`config.mk`:
```
export PLATFORM = sky130hd
export DESIGN_NAME = uart_tx_fifo
export DESIGN_NICKNAME = d
export VERILOG_FILES = /design/src/rtl/uart_tx_fifo.sv
export SDC_FILE = /design/constraint.sdc
export NUM_CORES = 1
export LEC_CHECK = 0
export BUFFER_PORTS_ARGS = -buffer_cell sky130_fd_sc_hd__buf_2
export CAP_MARGIN = 40
export CELL_PAD_IN_SITES_DETAIL_PLACEMENT = 1
export CELL_PAD_IN_SITES_GLOBAL_PLACEMENT = 2
export CORE_MARGIN = 3
export CORE_UTILIZATION = 40
export DETAILED_ROUTE_END_ITERATION = 10
export PLACE_DENSITY_LB_ADDON = 0.1
export SYNTH_ARGS = -nofsm -noshare
export SYNTH_HDL_FRONTEND = slang
export SYNTH_SLANG_ARGS = --single-unit
```
`constraint.sdc`:
```
create_clock -name clk -period 9.4 [get_ports clk]
set_input_delay 0.47 -clock clk [delete_from_list [all_inputs] [get_ports clk]]
set_output_delay 0.47 -clock clk [all_outputs]
set_load 0.01 [all_outputs]
```
`src/rtl/uart_tx_fifo.sv`:
```
// Buffered UART transmitter: a FIFO feeds a frame engine that serialises words
// LSB first with optional parity and one or two stop bits at a runtime bit period.
module uart_tx_fifo #(
    parameter int DATA_W     = 8,
    parameter int FIFO_DEPTH = 16,
    parameter int DIV_W      = 16
) (
    input  logic                          clk,
    input  logic                          rst,
    input  logic [DIV_W-1:0]              cfg_divisor,
    input  logic [1:0]                    cfg_parity,
    input  logic                          cfg_stop2,
    input  logic [DATA_W-1:0]             tx_data,
    input  logic                          tx_valid,
    output logic                          tx_ready,
    output logic [$clog2(FIFO_DEPTH):0]   fifo_level,
    output logic                          tx_busy,
    output logic                          txd
);
    localparam int AW  = $clog2(FIFO_DEPTH);
    localparam int LW  = AW + 1;
    localparam int BCW = $clog2(DATA_W + 1);

    typedef enum logic [2:0] {IDLE, START, DATA, PARITY, STOP} state_t;

    logic [DATA_W-1:0] mem [FIFO_DEPTH];
    logic [AW-1:0]     wr_ptr, rd_ptr;
    logic [LW-1:0]     count;
    logic              full, empty, push, pop;
    logic [DATA_W-1:0] head;

    state_t            state, state_n;
    logic [DIV_W-1:0]  timer, div_q, div_eff;
    logic [BCW-1:0]    bit_cnt;
    logic [DATA_W-1:0] sh;
    logic              par_bit, par_en, stop2_q, stop_cnt, txd_q;
    logic              txd_n, tick, reload, shift, bit_clr, bit_inc, stop_clr, stop_set;

    assign full       = (count == LW'(FIFO_DEPTH));
    assign empty      = (count == '0);
    assign push       = tx_valid & ~full;
    assign head       = mem[rd_ptr];
    assign tx_ready   = ~full;
    assign fifo_level = count;
    assign tx_busy    = (state != IDLE) | ~empty;
    assign txd        = txd_q;
    assign tick       = (timer == '0);
    assign div_eff    = (cfg_divisor < DIV_W'(2)) ? DIV_W'(2) : cfg_divisor;

    always_ff @(posedge clk) begin
        if (push) mem[wr_ptr] <= tx_data;
    end

    always_ff @(posedge clk or posedge rst) begin
        if (rst) begin
            wr_ptr <= '0;
            rd_ptr <= '0;
            count  <= '0;
        end else begin
            if (push) wr_ptr <= wr_ptr + AW'(1);
            if (pop)  rd_ptr <= rd_ptr + AW'(1);
            case ({push, pop})
                2'b10:   count <= count + LW'(1);
                2'b01:   count <= count - LW'(1);
                default: count <= count;
            endcase
        end
    end

    always_ff @(posedge clk or posedge rst) begin
        if (rst) state <= IDLE;
        else     state <= state_n;
    end

    always_comb begin
        state_n  = state;
        txd_n    = txd_q;
        pop      = 1'b0;
        reload   = 1'b0;
        shift    = 1'b0;
        bit_clr  = 1'b0;
        bit_inc  = 1'b0;
        stop_clr = 1'b0;
        stop_set = 1'b0;
        case (state)
            IDLE: pop = ~empty;
            START: if (tick) begin
                state_n = DATA;
                txd_n   = sh[0];
                shift   = 1'b1;
                bit_clr = 1'b1;
                reload  = 1'b1;
            end
            DATA: if (tick) begin
                reload = 1'b1;
                if (bit_cnt == BCW'(DATA_W - 1)) begin
                    if (par_en) begin
                        state_n = PARITY;
                        txd_n   = par_bit;
                    end else begin
                        state_n  = STOP;
                        txd_n    = 1'b1;
                        stop_clr = 1'b1;
                    end
                end else begin
                    txd_n   = sh[0];
                    shift   = 1'b1;
                    bit_inc = 1'b1;
                end
            end
            PARITY: if (tick) begin
                state_n  = STOP;
                txd_n    = 1'b1;
                stop_clr = 1'b1;
                reload   = 1'b1;
            end
            STOP: if (tick) begin
                if (stop2_q && !stop_cnt) begin
                    stop_set = 1'b1;
                    reload   = 1'b1;
                end else if (!empty) begin
                    pop = 1'b1;
                end else begin
                    state_n = IDLE;
                end
            end
            default: state_n = IDLE;
        endcase
        // Popping always starts a frame, whether from IDLE or straight out of STOP.
        if (pop) begin
            state_n = START;
            txd_n   = 1'b0;
        end
    end

    always_ff @(posedge clk or posedge rst) begin
        if (rst) begin
            txd_q    <= 1'b1;
            timer    <= '0;
            div_q    <= DIV_W'(2);
            bit_cnt  <= '0;
            sh       <= '0;
            par_bit  <= 1'b0;
            par_en   <= 1'b0;
            stop2_q  <= 1'b0;
            stop_cnt <= 1'b0;
        end else begin
            txd_q <= txd_n;
            if (pop) begin
                sh      <= head;
                div_q   <= div_eff;
                timer   <= div_eff - DIV_W'(1);
                par_en  <= (cfg_parity == 2'b01) || (cfg_parity == 2'b10);
                par_bit <= (^head) ^ (cfg_parity == 2'b10);
                stop2_q <= cfg_stop2;
            end else begin
                if (reload)          timer <= div_q - DIV_W'(1);
                else if (!tick)      timer <= timer - DIV_W'(1);
                if (shift)           sh    <= sh >> 1;
            end
            if (bit_clr)      bit_cnt <= '0;
            else if (bit_inc) bit_cnt <= bit_cnt + BCW'(1);
            if (stop_clr)      stop_cnt <= 1'b0;
            else if (stop_set) stop_cnt <= 1'b1;
        end
    end
endmodule

```
* Yosys cells after proc, flatten, opt, wreduce, memory -nomap -nowiden *
Memories as Yosys holds them, arrays and structs flattened.
Cells that the tools add are included.
Widths: inputs -> output; s select.

operators by class
  muxes and demuxes = 48
  equality and inequality tests = 19
  $add $sub $neg = 8
  div/mod/pow operators = 0
  bitwise gates (word level) = 5
  multiply operators = 0
  order comparisons = 1
  shift operators = 0
  reductions and logical operators = 16

operators by type and width
  kind                   number
  $mux 16                4
  $sub 16x1->16 const B  3
  $mux 3                 9
  $mux 1                 24
  $ne 3x3->1 const B     7
  $logic_not 16->1       1
  $lt 16x2->1 const B    1
  $mux 8                 2
  $pmux 3 s5             1
  $add 4x1->4 const B    3
  $pmux 5 s2             1
  $mux 4                 2
  $pmux 1 s2             4
  $reduce_and 8->1       1
  $reduce_bool 2->1      4
  $reduce_xor 8->1       1
  $eq 3x2->1 const B     2
  $add 5x1->5 const B    1
  $eq 5x5->1 const B     1
  $logic_not 5->1        1
  $sub 5x1->5 const B    1
  $eq 2x1->1 const B     2
  $eq 2x2->1 const B     2
  $eq 4x3->1 const B     1
  other kinds (17)       18

storage, ports and cells
  word-level logic and storage cells = 111
  input port bits = 30
  bits in latches = 0
  bits in writable memories = 128
  register bits after elaboration = 65
  memories kept = 1
  output and inout port bits = 8
  bits in read-only memories = 0

memories
  name  depth  bits a word  rd ports  clocked after Yosys merged registers in  wr ports  line  RTL
  mem   16     8            1         0                                        1         26    logic [DATA_W-1:0] mem [FIFO_DEPTH];

* Longest topological paths before layout *
Gate-level depths: netlist (run 1).

  depth after elaboration = 7
  gate-level depth with buffers = 17
  mapped depth without buffers = 13

* Worst setup path after synthesis (run 1) *
Ideal clock, no wire load.

  kind = flip-flop to flip-flop
  start point = register timer[11]
  end point = register count[4], in the netlist fifo_level[4]
  arrival = 3207 ps
  setup time = 131 ps
  required time = 9269 ps
  cell stages (with the launch flop) = 17
  period minus slack after synthesis = 3338 ps
  setup slack = 6062 ps
  path buffers = 3
  cells stage by stage = dfrtp_1 -> nor4_2 -> nand4_1 -> o21a_4 -> inv_2 -> buf_2 -> clkbuf_1 -> clkbuf_1 -> ha_1 -> inv_1 -> fa_1 -> inv_1 -> a21o_1 -> a21oi_1 -> xnor2_1 -> nor2_1 -> xor2_1

between the ends
  word-level cells in the longest chain between the ends = 5
  elaborated cells between the ends (all ways) = 7
  those cells by class = eq/ne (2); mux (3); reduce/logical (2)

RTL lines
  what                                                    line  RTL
  start: declaration                                      33    logic [DIV_W-1:0] timer, div_q, div_eff;
  start signal: assignment                                152   timer <= div_eff - DIV_W'(1);
  start signal: assignment                                157   if (reload) timer <= div_q - DIV_W'(1);
  start signal: assignment                                158   else if (!tick) timer <= timer - DIV_W'(1);
  $logic_not 16->1 *                                      47    assign tick = (timer == '0);
  $mux 1 *                                                117   STOP: if (tick) begin
  $pmux 1 s2 *                                            85    case (state)
  $eq 2x1->1 / $eq 2x2->1 (equally long branches)         62    case ({push, pop})
  $pmux 5 s2 / $reduce_bool 2->1 (equally long branches)  n/a
  end signal: assignment                                  63    2'b10: count <= count + LW'(1);
  end signal: assignment                                  64    2'b01: count <= count - LW'(1);
  end signal: assignment                                  65    default: count <= count;
  end: declaration                                        28    logic [LW-1:0] count;

Mark *: on every way between the ends. The rest lies on a longest branch, timed or not.
A chain may end at the register's enable or synchronous reset.

* Worst setup path in the final report (run 1) *
Ends and elaborated chain as after synthesis.

==> flow_metrics.py, run 1 <==
metrics = {
    "outcome": {
        "status": "completed",
    },
    "placed_design": {
        "gp_congestion": 0.778,
        "port-buffer-count": 37,
        "place_ws_ps": 5550,
        "dp_hpwl_mm": 13.1,
    },
    "yosys": {
        "ys_async_sr_fraction_pct": 33.7,
        "ys.flop_type": "edfxtp_1",
        "synth_most_common_cell": "edfxtp_1",
        "synthTopCellsByCount": "edfxtp_1, nand2_1, dfrtp_1",
        "yosys_warnings": 0,
        "yosysTopAreaCellShare_pct": 44.9,
        "synth_nets": 653,
        "ys_types": 66,
        "syn_area_per_cell_um2": 14.0,
        "synth_edf_count": 128,
        "seq_area_frac_synth_pct": 63.9,
        "ys_top_cells_by_area": "edfxtp_1, dfrtp_1, mux4_2",
        "synth_area_mm2": 0.00856,
        "ys_ff_latch": 193,
        "postSynthCellCount": 610,
        "synth_top_cell_by_area": "edfxtp_1",
    },
    "timing": {
        "slew_violations": 0,
        "maxSlewHeadroom_pct": 45.4,
        "rsz0062_at_grt": "false",
        "fin_crit_ps": 3820,
        "final_hold_viol_count": 0,
        "setup_slack_ps": 5580,
        "tns_ps": 0,
        "tightest_slew_ps": 817,
        "setup_viol": 0,
        "fin_skew_ps": 20.9,
        "clock.fmax_mhz": 262,
        "finalCritPeriodShare_pct": 40.6,
    },
    "floorplanning": {
        "io-pin-count": 38,
        "dieHeight_um": 152,
        "die_w_um": 152,
        "start_util_pct": 41.5,
        "fp.coreArea_mm2": 0.0206,
        "die_area_mm2": 0.0232,
        "placementRows": 52,
    },
    "critical_path": {
        "worstSetupEndpointType": "flop",
        "worstSetupPathType": "reg2reg",
        "critical_path_arrival_ps": 4130,
        "critPathLaunchType": "flop",
        "cp_max_fo": 49,
        "critPathRequiredTime_ps": 9720,
        "r2r_slack_ps": 5580,
    },
    "finish": {
        "antennaDiodeCount": 0,
        "layout-drive-gt1-share_pct": 23.2,
        "syn_to_final_growth_pct": 14.5,
        "nNetsFinal": 701,
    },
    "grt": {
        "grt_first_pass_wirelength_mm": 30.9,
        "overflow": 0,
        "grt_usage_pct": 17.1,
        "grt_pass1_vias": 5404,
        "grt_max_degree": 58,
        "antenna_found_initial": 0,
    },
    "clocking": {
        "cts_sinks": 193,
        "post_cts_buffers": 0,
        "htree_levels": 4,
        "cts_buffers": 17,
        "cts_tree": "yes",
        "root_buffer": "clkbuf_16",
        "clkLatencyLatePin_ps": 450,
        "clockBufferDepth": 2,
        "clkTransAtPathRegs_ps": 90,
    },
    "detailed_routing": {
        "routed_via_density": 5.39,
        "drt-initial-drc-count": 278,
        "drt_drc_violations_left": 0,
        "wl_per_cell_um": 20.4,
        "finalWirelength_mm": 19.2,
        "vias": 5076,
        "dr.pass1.iters": 4,
        "drt.antenna.violating_nets": 0,
    },
    "power_and_ir_drop": {
        "ir_drop_uv": 142,
        "total_leakage_power_nw": 3.63,
        "power_density_mw_per_mm2": 329,
    },
    "flow_run": {
        "maxCapViolCount": 0,
    },
    "min_path": {
        "hold_class": "in2reg",
    },
}
logic make-up (layout without fill, tap and decap cells):
kind of cell | after synthesis | after routing | share of synthesized area [%]
DFF | 193 | 193 | 63.9
xor gates and xnor gates | 26 | 26 | 2.66
muxes | 52 | 52 | 11.5
and+or+nand+nor | 185 | 185 | 10.5
adders and majority gates | 13 | 13 | 1.99
AOI/OAI and AO/OA | 92 | 92 | 6.97
buffers and inverters | 49 | 110 | 2.50
worst paths after layout:
path                                             from                        end  cells after the start
max in group asynchronous                         rst            txd$_DFFE_PP1P_                      5
worst max-delay path            timer[11]$_DFFE_PP0P_  fifo_level[4]$_DFFE_PP0P_                     13
worst min-delay path                        cfg_stop2        stop2_q$_DFFE_PP0N_                      3
min in group asynchronous                         rst      wr_ptr[2]$_DFFE_PP0P_                      4
worst min register to register   div_q[3]$_DFFE_PP0N_       div_q[3]$_DFFE_PP0N_                      2
worst max register to register  timer[11]$_DFFE_PP0P_  fifo_level[4]$_DFFE_PP0P_                     13
power breakdown:
group          leakage [nW]  switching, W  total, W  internal, W
registers              1.95      0.000145   0.00124      0.00110
clock network         0.317      0.000407  0.000792     0.000384
logic                  1.37      0.000673   0.00120     0.000523
total                  3.63       0.00122   0.00323      0.00200
cells in the final DEF, fill, tap and decap left out, drive strengths merged, types with 4 or more instances in the layout:
cell    instances
a21oi          18
a22oi           6
a31oi           8
and2            5
buf            59
clkbuf         17
dfrtp          63
edfxtp        128
ha             12
inv            30
mux2i          14
mux4           36
nand2          83
nand3           4
nand4           6
nor2           41
nor2b           4
nor3           12
nor4            9
o21ai          36
or3             5
xnor2          18
xor2            8
registers in the layout (all words and copies together), names as in the netlist:
name,flops
bit_cnt,4
div_q,16
fifo_level,5
mem,128
par_bit,1
par_en,1
rd_ptr,4
sh,8
state,3
stop2_q,1
stop_cnt,1
timer,16
txd,1
wr_ptr,4
what timing repair did:
item,in CTS,in global routing
hold buffers,1,0
endpoints found under the hold margin,8,0
resized for setup,0,0
per-layer routing:
layer | part of all wire [%] | GRT usage (%) | routed length (um)
met1 | 44 | 22.2 | 8380
met5 | 0 | 0 | 0
met3 | 2.3 | 2.87 | 435
met4 | 1.3 | 4.88 | 240
met2 | 53 | 29.8 | 10100
stage by stage:
stage | cells | total power, W | hold slack [ps] | cell area [um^2] | utilization [%]
after floorplan | 610 | 0.00216 | 438 | 8560 | -
after global placement | 895 | 0.00243 | 457 | 9020 | 43.7
after detailed placement | 908 | 0.00248 | 461 | 9130 | 44.3
after CTS | 941 | 0.00329 | 235 | 9800 | 47.5
after global routing | 941 | 0.00345 | 255 | 9800 | 47.5
final | 941 | 0.00323 | 260 | 9800 | 47.5
worst max-delay path, cell delays in order, from the launching register on:
cell     delay (ps)
dfrtp_1         410
nor4_2          350
nand4_1         280
o21a_4          460
inv_2           670
ha_1            380
inv_1           110
fa_1            420
inv_1            80
a21o_1          110
a21oi_1          80
xnor2_1         140
nor2_1           60
xor2_1          140
area by class of cell:
type | count | area (um^2)
clock buffer | 17 | 425
clock inverter | 15 | 234
fill | 2066 | 10800
inverter | 18 | 67.6
multi-input combinational | 368 | 2880
sequential | 193 | 5470
tap | 270 | 338
timing repair buffer | 60 | 380
Note: power is estimated with default switching activity, not from simulation.
==> run 2: changes to the inputs <==
--- a/config.mk
+++ b/config.mk
@@ -5,6 +5,7 @@
 export SDC_FILE = /design/constraint.sdc
 export NUM_CORES = 1
 export LEC_CHECK = 0
+export ABC_AREA = 1
 export BUFFER_PORTS_ARGS = -buffer_cell sky130_fd_sc_hd__buf_2
 export CAP_MARGIN = 40
 export CELL_PAD_IN_SITES_DETAIL_PLACEMENT = 1
==> constraint.sdc (replaced) <==
create_clock -name clk -period 3.7 [get_ports clk]
set_input_delay 0.185 -clock clk [delete_from_list [all_inputs] [get_ports clk]]
set_output_delay 0.185 -clock clk [all_outputs]
set_load 0.01 [all_outputs]
==> flow_metrics.py, run 2 <==
metrics = {
    "outcome": {
        "status": "completed",
    },
    "min_path": {
        "hold_end": "div_q[12]$_DFFE_PP0N_",
        "hold_class": "in2reg",
        "hp-start": "cfg_divisor[12]",
        "whs_path_depth": 3,
    },
    "critical_path": {
        "crit_start": "timer[8]$_DFFE_PP0P_",
        "r2r.worst_path.cells": 16,
        "r2r_slack_ps": 690,
        "rr_startpoint": "timer[8]$_DFFE_PP0P_",
        "path_common_cell": "nand2_1",
        "worstSetupEndpointType": "flop",
        "critical_path_arrival_ps": 3370,
        "critPathLaunchType": "flop",
        "cp_slowest_cell": "fa_1",
        "cp_max_fo": 45,
        "critPathBufInv": 2,
        "cpLargestDelayFamily": "simple AND/OR/NAND/NOR gates",
        "critPathRequiredTime_ps": 4060,
        "path_cells": "nor2_1 > nand2_1 > nor2_4 > nand3_1 > nand2_1 > nand2_4 > inv_4 > ha_1 > inv_1 > fa_1 > nor2_1 > a211oi_1 > nand2_1 > nand2_1 > nor2_1 > xor2_1",
        "max_stage_delay_ps": 420,
        "worstSetupPathType": "reg2reg",
        "worstReg2RegEnd": "fifo_level[4]$_DFFE_PP0P_",
    },
    "detailed_routing": {
        "route.met2.wl_mm": 11.2,
        "drt-initial-drc-count": 416,
        "vias": 6693,
        "wl_met1_mm": 11.9,
        "drt_drc_violations_left": 0,
        "drt.antenna.violating_nets": 0,
        "wl_per_cell_um": 19.3,
        "highest_layer": "met4",
        "met3_length_um": 924,
        "routed_via_density": 5.30,
        "finalWirelength_mm": 24.4,
        "dr.pass1.iters": 4,
    },
    "placed_design": {
        "gp_congestion": 0.838,
        "dp_cells": 1225,
        "dp_hpwl_mm": 16.8,
        "port-buffer-count": 37,
    },
    "finish": {
        "instances_no_fill": 1263,
        "mostFrequentLayoutCells": "nand2_1, nor2_1, edfxtp_1",
        "nNetsFinal": 1013,
        "syn_to_final_growth_pct": 12.6,
        "largest-register": "mem",
        "antennaDiodeCount": 0,
        "largest_reg_flops": 128,
        "final_common_cell": "nand2_1",
        "layout-drive-gt1-share_pct": 13.0,
        "reg_top3": "mem: 128 flops, div_q: 16 flops, timer: 16 flops",
    },
    "floorplanning": {
        "start_util_pct": 41.1,
        "die_w_um": 157,
        "die_area_mm2": 0.0245,
        "fp.coreArea_mm2": 0.0221,
        "dieHeight_um": 157,
        "placementRows": 54,
        "io-pin-count": 38,
    },
    "grt": {
        "grt_max_degree": 46,
        "grt_usage_pct": 20.6,
        "antenna_found_initial": 0,
        "grt_first_pass_wirelength_mm": 38.8,
        "overflow": 0,
        "grt_pass1_vias": 7031,
    },
    "timing": {
        "fin_crit_ps": 3010,
        "rsz0062_at_grt": "false",
        "fin_skew_ps": 10.5,
        "maxSlewHeadroom_pct": 39.9,
        "tightest_slew_ps": 898,
        "finalCritPeriodShare_pct": 81.3,
        "hold_ws_ps": 13.7,
        "slew_violations": 0,
        "clock.fmax_mhz": 332,
        "tns_ps": 0,
        "final_hold_viol_count": 0,
        "setup_viol": 0,
    },
    "yosys": {
        "ys_async_sr_fraction_pct": 33.7,
        "seq_area_frac_synth_pct": 60.3,
        "yosysTopAreaCellShare_pct": 42.3,
        "synth_nets": 970,
        "ys.flop_type": "edfxtp_1",
        "synth_edf_count": 128,
        "postSynthCellCount": 927,
        "synth_area_mm2": 0.00908,
        "ys_types": 40,
        "ys_ff_latch": 193,
        "ys_top_cells_by_area": "edfxtp_1, dfrtp_1, nand2_1",
        "synthTopCellsByCount": "nand2_1, nor2_1, edfxtp_1",
        "synth_top_cell_by_area": "edfxtp_1",
        "yosys_warnings": 0,
        "syn_area_per_cell_um2": 9.79,
        "synth_most_common_cell": "nand2_1",
    },
    "clocking": {
        "cts_tree": "yes",
        "root_buffer": "clkbuf_16",
        "post_cts_buffers": 0,
        "clkTransAtPathRegs_ps": 80,
        "htree_levels": 4,
        "clockBufferDepth": 2,
        "clkLatencyLatePin_ps": 450,
        "cts_buffers": 17,
        "ctsResizeCount": 0,
        "cts_sinks": 193,
    },
    "power_and_ir_drop": {
        "power_density_mw_per_mm2": 850,
        "ir_drop_uv": 376,
        "total_leakage_power_nw": 4.15,
    },
    "flow_run": {
        "maxCapViolCount": 0,
    },
}
==> run 2: logic make-up (layout without fill, tap and decap cells) <==
logic type | count (synthesis) | in the layout | share of synthesized area, %
AO/OA/AOI/OAI | 173 | 173 | 10.4
XOR/XNOR | 10 | 10 | 0.965
adder cells (fa/ha/maj) | 13 | 13 | 1.87
buffers and inverters | 131 | 187 | 5.88
flip-flops | 193 | 193 | 60.3
AND/OR/NAND/NOR | 407 | 407 | 20.6
==> run 2: metrics by stage <==
stage	cell area, um^2	setup slack (ps)	total power, W	util, %
after detailed placement	9580	692	0.00690	43.4
after floorplan	9080	923	0.00575	-
after CTS	10200	670	0.00878	46.3
final	10200	692	0.00869	46.3
after global routing	10200	426	0.00939	46.3
after global placement	9520	875	0.00674	43.1
==> run 2: area by class of cell <==
cell class / instances / area, um^2
fill: 2506 / 11900
timing repair buffer: 59 / 379
tap: 280 / 350
clock inverter: 14 / 159
sequential: 193 / 5470
multi-input combinational: 603 / 3070
inverter: 96 / 363
clock buffer: 18 / 429
==> run 2: worst max-delay path by stage <==
stage / slack (ps) / endpoint / depth (start not counted)
after floorplan: 920 / fifo_level[4]$_DFFE_PP0P_ / 19
after global placement: 870 / fifo_level[4]$_DFFE_PP0P_ / 16
after detailed placement: 690 / fifo_level[4]$_DFFE_PP0P_ / 16
after CTS: 670 / fifo_level[4]$_DFFE_PP0P_ / 16
after global routing: 430 / fifo_level[4]$_DFFE_PP0P_ / 16
final: 690 / fifo_level[4]$_DFFE_PP0P_ / 16
==> run 2: what timing repair did <==
| action | 4_1_cts | 5_1_grt |
|---|---|---|
| endpoints found under the hold margin | 49 | 0 |
| hold buffers | 5 | 0 |
| setup endpoints to repair | 0 | 0 |
==> run 2: report_power, final <==
part | leakage (nW) | switching, W | internal, W | total, W
Combinational | 1.91 | 0.00262 | 0.00116 | 0.00378
Sequential | 1.95 | 0.000269 | 0.00279 | 0.00306
Clock | 0.289 | 0.000934 | 0.000911 | 0.00184
Total | 4.15 | 0.00383 | 0.00486 | 0.00869
==> run 2: worst min-delay path, delay by kind of cell <==
family / cells / cell delay [ps]
buf+inv: 1 / 90
compound gates: 1 / 80
simple gates: 1 / 60
==> run 2: metal layers <==
metal | vias to the layer above | track usage [%]
li1 | 3212 | -
met1 | 3339 | 29.5
met2 | 120 | 32.8
met3 | 22 | 3.26
met4 | 0 | 5.34
met5 | - | 0
